<file path="config.mk">
export PLATFORM = sky130hd
export DESIGN_NAME = pipe_temp_monitor
export DESIGN_NICKNAME = d
export VERILOG_FILES = /design/src/rtl/pipe_temp_pkg.sv /design/src/rtl/pipe_temp_monitor_thresh_hyst.sv /design/src/rtl/pipe_temp_monitor.sv
export SDC_FILE = /design/constraint.sdc
export NUM_CORES = 1
export LEC_CHECK = 0
export BUFFER_PORTS_ARGS = -buffer_cell sky130_fd_sc_hd__buf_2
export CAP_MARGIN = 10
export CELL_PAD_IN_SITES_DETAIL_PLACEMENT = 2
export CELL_PAD_IN_SITES_GLOBAL_PLACEMENT = 2
export CORE_ASPECT_RATIO = 2
export CORE_MARGIN = 2
export CORE_UTILIZATION = 39
export CTS_CLUSTER_SIZE = 30
export DETAILED_ROUTE_END_ITERATION = 6
export HOLD_SLACK_MARGIN = 0.02
export PLACE_DENSITY_LB_ADDON = 0.1
export SETUP_SLACK_MARGIN = 0.2
export SLEW_MARGIN = 20
export SYNTH_ARGS = -nofsm -noshare
export SYNTH_HDL_FRONTEND = slang
export SYNTH_SLANG_ARGS = --single-unit
</file>
<file path="constraint.sdc">
create_clock -name clk -period 3.3 [get_ports clk]
set_clock_uncertainty 0.1 [all_clocks]
set_input_delay 0.66 -clock clk [delete_from_list [all_inputs] [get_ports clk]]
set_output_delay 0.66 -clock clk [all_outputs]
set_load 0.005 [all_outputs]
</file>
<file path="src/rtl/pipe_temp_pkg.sv">
// Shared types and constants for the multi-channel pipe temperature monitor.
// Holds the frame FSM states, STAT byte layout and the sample byte-count helper.
package pipe_temp_pkg;

  typedef enum logic [2:0] {
    IDLE,
    CAPTURE,
    EVAL,
    SEND_SYNC,
    SEND_STAT,
    SEND_TEMP,
    SEND_SUM
  } state_t;

  localparam logic [7:0] SYNC_BYTE_DEF = 8'hA5;

  localparam int STAT_SHUT_BIT = 7;
  localparam int STAT_OVR_BIT  = 6;
  localparam int STAT_ALARM_W  = 6;

  function automatic int calc_bytes(input int width);
    return (width + 7) / 8;
  endfunction

endpackage

</file>
<file path="src/rtl/pipe_temp_monitor_thresh_hyst.sv">
// Per-channel alarm flag with set threshold and hysteretic clear threshold.
// The flag only moves on the evaluation strobe; between the two thresholds it holds.
module thresh_hyst
  import pipe_temp_pkg::*;
#(
  parameter int             W      = 8,
  parameter logic [W-1:0]   SET_TH = '0,
  parameter logic [W-1:0]   HYST   = '0
) (
  input  logic         clk,
  input  logic         reset,
  input  logic         en,
  input  logic [W-1:0] sample,
  output logic         flag
);

  localparam logic [W-1:0] CLR_TH = SET_TH - HYST;

  logic set_c;
  logic clr_c;

  assign set_c = (sample >= SET_TH);
  assign clr_c = (sample < CLR_TH);

  always_ff @(posedge clk or negedge reset) begin
    if (!reset) begin
      flag <= 1'b0;
    end else if (en) begin
      if (set_c) begin
        flag <= 1'b1;
      end else if (clr_c) begin
        flag <= 1'b0;
      end
    end
  end

endmodule

</file>
<file path="src/rtl/pipe_temp_monitor.sv">
// Scans NUM_CH ADC channels per sample tick, applies alarm/shutdown thresholds
// with hysteresis and streams one framed telemetry packet per scan to the UART.
//
// state     | meaning
// IDLE      | waiting for sample_tick, busy low
// CAPTURE   | latch all channel samples together
// EVAL      | update alarm flags and shutdown set condition
// SEND_SYNC | frame start byte on tx_data
// SEND_STAT | {shutdown, overrun, alarm[5:0]}
// SEND_TEMP | sample bytes, channel 0 first, MSB byte first
// SEND_SUM  | mod-256 sum of STAT and TEMP bytes, then back to IDLE
module pipe_temp_monitor
  import pipe_temp_pkg::*;
#(
  parameter int                NUM_CH    = 4,
  parameter int                TEMP_W    = 8,
  parameter logic [TEMP_W-1:0] ALARM_TH  = 80,
  parameter logic [TEMP_W-1:0] SHUT_TH   = 100,
  parameter logic [TEMP_W-1:0] HYST      = 5,
  parameter logic [7:0]        SYNC_BYTE = SYNC_BYTE_DEF
) (
  input  logic                     clk,
  input  logic                     reset,
  input  logic [NUM_CH*TEMP_W-1:0] adc_data,
  input  logic                     sample_tick,
  input  logic                     shutdown_clr,
  output logic [7:0]               tx_data,
  output logic                     tx_valid,
  input  logic                     tx_ready,
  output logic [NUM_CH-1:0]        alarm,
  output logic                     shutdown,
  output logic                     overrun,
  output logic                     busy
);

  localparam int BYTES = calc_bytes(TEMP_W);
  localparam int NB    = NUM_CH * BYTES;
  localparam int IDX_W = $clog2(NB + 1);
  localparam int SA_W  = (NUM_CH < STAT_ALARM_W) ? NUM_CH : STAT_ALARM_W;

  localparam logic [IDX_W-1:0]  LAST_IDX    = IDX_W'(NB - 1);
  localparam logic [TEMP_W-1:0] SHUT_CLR_TH = SHUT_TH - HYST;

  state_t             state;
  logic [TEMP_W-1:0]  samp [NUM_CH];
  logic [7:0]         sum;
  logic [IDX_W-1:0]   idx;
  logic [IDX_W-1:0]   sel_idx;
  logic               eval_en;
  logic               accept;
  logic               any_shut;
  logic               all_low;
  logic [NB*8-1:0]    temp_flat;
  logic [BYTES*8-1:0] ext;
  logic [7:0]         temp_next;
  logic [STAT_ALARM_W-1:0] stat_alarm;
  logic [7:0]         stat_byte;

  assign eval_en = (state == EVAL);
  assign accept  = tx_valid && tx_ready;

  for (genvar i = 0; i < NUM_CH; i++) begin : g_ch
    thresh_hyst #(
      .W      (TEMP_W),
      .SET_TH (ALARM_TH),
      .HYST   (HYST)
    ) u_thresh (
      .clk    (clk),
      .reset  (reset),
      .en     (eval_en),
      .sample (samp[i]),
      .flag   (alarm[i])
    );
  end

  // Sample registers only change at CAPTURE, so these always reflect the latest scan.
  always_comb begin
    any_shut = 1'b0;
    all_low  = 1'b1;
    for (int i = 0; i < NUM_CH; i++) begin
      if (samp[i] >= SHUT_TH) any_shut = 1'b1;
      if (samp[i] >= SHUT_CLR_TH) all_low = 1'b0;
    end
  end

  always_comb begin
    temp_flat = '0;
    ext       = '0;
    for (int ch = 0; ch < NUM_CH; ch++) begin
      ext               = '0;
      ext[TEMP_W-1:0]   = samp[ch];
      for (int j = 0; j < BYTES; j++) begin
        temp_flat[(ch*BYTES + j)*8 +: 8] = ext[(BYTES-1-j)*8 +: 8];
      end
    end
  end

  assign sel_idx = (state == SEND_TEMP) ? idx + 1'b1 : '0;

  always_comb begin
    temp_next = '0;
    for (int k = 0; k < NB; k++) begin
      if (sel_idx == IDX_W'(k)) temp_next = temp_flat[k*8 +: 8];
    end
  end

  always_comb begin
    stat_alarm           = '0;
    stat_alarm[SA_W-1:0] = alarm[SA_W-1:0];
  end

  assign stat_byte = {shutdown, overrun, stat_alarm};

  always_ff @(posedge clk or negedge reset) begin
    if (!reset) begin
      state    <= IDLE;
      busy     <= 1'b0;
      tx_valid <= 1'b0;
      tx_data  <= '0;
      sum      <= '0;
      idx      <= '0;
      shutdown <= 1'b0;
      overrun  <= 1'b0;
      for (int i = 0; i < NUM_CH; i++) samp[i] <= '0;
    end else begin
      // A fresh drop outranks clearing; only a transmitted overrun bit is cleared.
      if (sample_tick && busy) begin
        overrun <= 1'b1;
      end else if (state == SEND_STAT && accept && tx_data[STAT_OVR_BIT]) begin
        overrun <= 1'b0;
      end

      if (state == EVAL && any_shut) begin
        shutdown <= 1'b1;
      end else if (shutdown_clr && all_low) begin
        shutdown <= 1'b0;
      end

      case (state)
        IDLE: begin
          if (sample_tick) begin
            state <= CAPTURE;
            busy  <= 1'b1;
            sum   <= '0;
            idx   <= '0;
          end
        end
        CAPTURE: begin
          for (int i = 0; i < NUM_CH; i++) samp[i] <= adc_data[i*TEMP_W +: TEMP_W];
          state <= EVAL;
        end
        EVAL: begin
          state    <= SEND_SYNC;
          tx_data  <= SYNC_BYTE;
          tx_valid <= 1'b1;
        end
        SEND_SYNC: begin
          if (accept) begin
            state   <= SEND_STAT;
            tx_data <= stat_byte;
          end
        end
        SEND_STAT: begin
          if (accept) begin
            state   <= SEND_TEMP;
            sum     <= sum + tx_data;
            idx     <= '0;
            tx_data <= temp_next;
          end
        end
        SEND_TEMP: begin
          if (accept) begin
            if (idx == LAST_IDX) begin
              state   <= SEND_SUM;
              tx_data <= sum + tx_data;
            end else begin
              sum     <= sum + tx_data;
              idx     <= idx + 1'b1;
              tx_data <= temp_next;
            end
          end
        end
        SEND_SUM: begin
          if (accept) begin
            state    <= IDLE;
            busy     <= 1'b0;
            tx_valid <= 1'b0;
            tx_data  <= '0;
          end
        end
        default: begin
          state    <= IDLE;
          busy     <= 1'b0;
          tx_valid <= 1'b0;
        end
      endcase
    end
  end

endmodule

</file>
# Yosys cells after proc, flatten, opt, wreduce, memory -nomap -nowiden
# Cells that the tools add are included.
# classes
addsub	2
n_lt_le_gt_ge	16
eq_ne	17
muxes	51
bitwise	2
reduce_logical	27
# ops
op	n
$mux W8	13
$ge A8 B7 Y1 const B	12
$pmux W8 S5	1
$lt A8 B7 Y1 const B	4
$mux W3	10
$pmux W8 S3	1
$mux W1	22
$pmux W3 S7	1
$eq A3 B2 Y1 const B	5
$ne A2 B2 Y1 const B	6
$reduce_bool A2 Y1	6
$reduce_and A2 Y1	5
$reduce_and A5 Y1	2
$reduce_or A5 Y1	2
$eq A3 B3 Y1 const B	3
$pmux W3 S3	1
$add A8 B8 Y8	1
$eq A3 B1 Y1 const B	2
$logic_and A1 B1 Y1	6
$logic_not A3 Y1	2
$pmux W1 S3	2
$reduce_and A6 Y1	1
$reduce_bool A5 Y1	1
$add A3 B1 Y3 const B	1
4 further kinds	5
# word_totals
register_bits	62
inputBits	37
output_inout_bits	16
wordCells	131

# Logic depth before layout (Yosys ltp)
# depth
word_depth	10
depth_mapped	8
ltp_nobuf	8

# Hierarchy
# A second synthesis with hierarchy kept.
# hier_totals
hier_cells	378
area_unflattened_um2	3737.3
# modules_own_cells
mod	n_inst	cells_each	area_each_um2	seq_area_each_um2
pipe_temp_monitor	1	350	3477.1	1451.4
thresh_hyst	4	7	65.1	25.0

# Worst setup path after synthesis
# Ideal clock, no wire load.
# synth_timing
path_kind	reg2reg
from	register tx_data[1]
to	register tx_data[7]
setup_ns	0.139
t_arrival_ns	1.810
setup_slack_ns	1.251
stages_incl_launch_ff	7
path_buffers	0
synth_period_minus_slack_ns	2.049
cell_sequence	dfrtp_1 -> ha_1 -> a21o_1 -> nand4_1 -> a311o_1 -> a2111oi_1 -> a211oi_1
# synth_via
elab_chain_len	4
# synth_rtl
element	line_no	source
start, declared	pipe_temp_monitor.sv:27	output logic [7:0] tx_data,
start signal, assigned	pipe_temp_monitor.sv:160	tx_data <= stat_byte;
start signal, assigned	pipe_temp_monitor.sv:168	tx_data <= temp_next;
start signal, assigned	pipe_temp_monitor.sv:175	tx_data <= sum + tx_data;
$add A8 B8 Y8	pipe_temp_monitor.sv:175	
$mux W8	pipe_temp_monitor.sv:173	if (idx == LAST_IDX) begin
$mux W8	pipe_temp_monitor.sv:172	if (accept) begin
$pmux W8 S5	pipe_temp_monitor.sv:139	case (state)
# Every way passes these cells. The select of a mux whose other input is x is not followed.
# A chain may end at the register's enable or synchronous reset.

# Worst setup path after layout
# layout_timing
from	register tx_data[0]
to	register sum[6]
# layout_via
elab_chain_len	4
word_cells_on_any_way	5
# layout_rtl
element	line_no	source
$add A8 B8 Y8 *	pipe_temp_monitor.sv:166, pipe_temp_monitor.sv:177	
$mux W8	pipe_temp_monitor.sv:173	
$mux W8	pipe_temp_monitor.sv:172	
$pmux W8 S3 *	pipe_temp_monitor.sv:139	
end signal, assigned	pipe_temp_monitor.sv:166	sum <= sum + tx_data;
end signal, assigned	pipe_temp_monitor.sv:177	sum <= sum + tx_data;
end, declared	pipe_temp_monitor.sv:46	logic [7:0] sum;
# Mark *: on every way between the ends. The rest lies on a longest branch, timed or not. The select of a mux whose other input is x is not followed.

==> flow_metrics.tcl <==
set metrics [dict create \
    timing.hold.ws_ns 0.2918 \
    ys_seq_area_share_pct 40.17 \
    required_ns 3.47 \
    cp-end-kind "flip-flop" \
    crit_path_frequent_cell "o21a_1" \
    synth_nets 453 \
    grt_pass1_vias 3816 \
    run_status "finished clean" \
    period_needed_ns 2.533 \
    die-area_um2 10760 \
    ys.flop_type "dfrtp_1" \
    hold_viol_final 0 \
    cts_tree "done" \
    drt_iter0_drc 125 \
    cts.sinks 62 \
    crit_type "reg -> reg" \
    clk_pin_slew_worst_paths_ns 0.06 \
    synth_top_area_share_pct 40.17 \
    ys_top_cells_by_area "dfrtp_1 (40%), mux2_2 (8.7%), o21ai_0 (4.5%), nand2_1 (4.2%), ha_1 (2.9%)" \
    synth_edf_count 0 \
    pin_count 53 \
    cts_inserted_buffers 9 \
    max_slew_margin_pct 42.68 \
    gp_congestion 0.8577 \
    areaGrowthSynthToFinish_pct 17.07 \
    io_buffers 52 \
    post_cts_buffers 0 \
    finalSetupTns_ns 0 \
    detail-route-antenna-nets 0 \
    antennaDiodeCount 0 \
    fin_crit_sh_pct 76.76 \
    p_leak_uw 0.001881 \
    timing.rr.start "tx_data[0]" \
    antenna_found_initial 0 \
    grt_pass1_wl_um 20710 \
    grt_overflow 0 \
    avgViaCountPerCell 5.792 \
    syn_inst 406 \
    crit_path_start_kind "flip-flop" \
    yosys_warnings 0 \
    layout.nets 497 \
    slowest_delay_ns 0.75 \
    maxSlewViolCount 0 \
    grt_usage_pct 26.38 \
    dp_hpwl_um 10090 \
    postSynthAreaPerCell_um2 9.513 \
    crit_slowest_cell "o311ai_0" \
    synthDistinctLibCells 67 \
    die_y_um 144.7 \
    cts-resized-gates 0 \
    cap_violations 0 \
    crit_buf_inv 1 \
    hold_path.class "in -> async" \
    n_fill_cell 1064 \
    vias 3400 \
    fp-row-count 51 \
    reg2regPathDepth 8 \
    r2r_slack_ns 0.77 \
    drtPass1Iterations 4 \
    core_um2 9699 \
    clk_latency_ns 0.34 \
    postCtsHoldBufs 0 \
    start_util_pct 39.82 \
    power.density_nw_per_um2 1039 \
    placed_cell_area_um2 4213 \
    htreeDepth 3 \
    setup_viol 0 \
    die_width_um 74.37 \
    drive_gt1_share_pct 25.27 \
    grt_max_degree 35 \
    crit_family "compound AO/OA/AOI/OAI gates" \
    crit_fanout 3 \
    ys_seq_elements 62 \
    wl_per_cell_um 22.07 \
    route.detailed.drc 0 \
    rsz0062_at_grt "no" \
    worstPathCellList "ha_1 -> inv_1 -> fa_1 -> nor2b_1 -> o21a_1 -> o21a_1 -> o311ai_0 -> a22o_1" \
    cts_buffer_depth 2 \
    clockRootBuffer "clkbuf_16" \
    ys_async_sr_fraction_pct 100.0 \
    max_freq_mhz 394.8 \
    final_area_um2 4522 \
    irDropWorstVdd_v 0.0004173 \
    reg2reg_to "sum[6]" \
    worst_slew_pin_slew_ns 0.8490 \
    routed_wl_um 12960 \
    mostFrequentLayoutCell "dfrtp_1" \
    yosys.area.top_type "dfrtp_1" \
    crit_arrival_ns 2.71 \
    layout_common_cells "dfrtp_1 (62), buf_2 (52), nand2_1 (43)" \
    synth_area_um2 3862 \
]
## cell families (layout without fill, tap and decap cells)
logic type,after synthesis,after routing,synth area share (%)
muxes,38,38,10.82
buffers and inverters,39,88,4.794
adders and majority gates,10,10,3.434
AOI/OAI and AO/OA,123,123,21.96
DFF,62,62,40.17
xor gates and xnor gates,2,2,0.4536
and+or+nand+nor,132,132,18.37
## stage by stage
step | total power (uW) | worst slack (ns) | util [%] | std cells
floorplan | 2972 | 1.251 | - | 406
global placement | 3611 | 0.7886 | 43.43 | 571
detailed placement | 3713 | 0.7739 | 43.43 | 571
CTS | 4743 | 0.7689 | 46.62 | 587
global route | 5037 | 0.6442 | 46.62 | 587
finish | 4700 | 0.7668 | 46.62 | 587
## metal layers
metal  track usage (%)  part of all wire, %  vias up
met4             12.03                  3.9        0
li1                  -                    -     1601
met3             4.363                  2.0       29
met5                 0                    0        -
met2             51.93                   61       58
met1             25.14                   33     1712
## cell type report
cell class                 count  area, um^2  share of cell area (%)
clock buffer                  10       239.0                   5.285
clock inverter                 6       70.07                   1.550
inverter                      14       52.55                   1.162
multi-input combinational    305        2126                   47.01
sequential                    62        1551                   34.31
tap                          132       165.2                   3.652
timing repair buffer          58       317.8                   7.028
## worst max path at each step
stage | startpoint | to | slack, ns | cells past startpoint
2_1_floorplan | tx_data[1] | tx_data[7] | 1.25 | 6
3_5_place_dp | tx_data[0] | sum[6] | 0.77 | 8
5_1_grt | tx_data[0] | tx_data[6] | 0.64 | 8
4_1_cts | tx_data[0] | tx_data[6] | 0.77 | 8
6_report | tx_data[0] | sum[6] | 0.77 | 8
3_3_place_gp | tx_data[0] | tx_data[6] | 0.79 | 8
## worst reg2reg max path: cells and delay by family (launching register included)
kind	cells	cell delay, ns
compound gates	4	1.39
fa+ha+maj	2	0.45
flops	1	0.39
buf+inv	1	0.07
simple gates	1	0.07
## cells in the mapped netlist, types with 5 or more instances
library cell	count
nand4_1	6
nand2_1	43
buf_2	13
a221o_1	5
nand2b_1	12
nand3_1	11
o31ai_1	13
dfrtp_1	62
nor2_1	10
ha_1	9
a21oi_1	17
nor3_1	10
o21a_1	6
mux2i_1	8
clkbuf_1	6
inv_1	13
nor2b_1	13
o21ai_0	35
nand3b_1	5
mux2_2	30
## flip-flops by register name (all words and copies together), names as in the netlist
register / flops
g_ch.u_thresh.flag: 4
overrun: 1
state: 3
busy: 1
sum: 8
ext: 8
tx_valid: 1
samp: 24
idx: 3
shutdown: 1
tx_data: 8
## where the power goes
part           internal (uW)  total [uW]  switching [uW]
logic                    912        2070            1160
registers               1100        1660             556
clock network            608         974             366
total                   2620        4700            2080
Note: power is estimated with default switching activity, not from simulation.
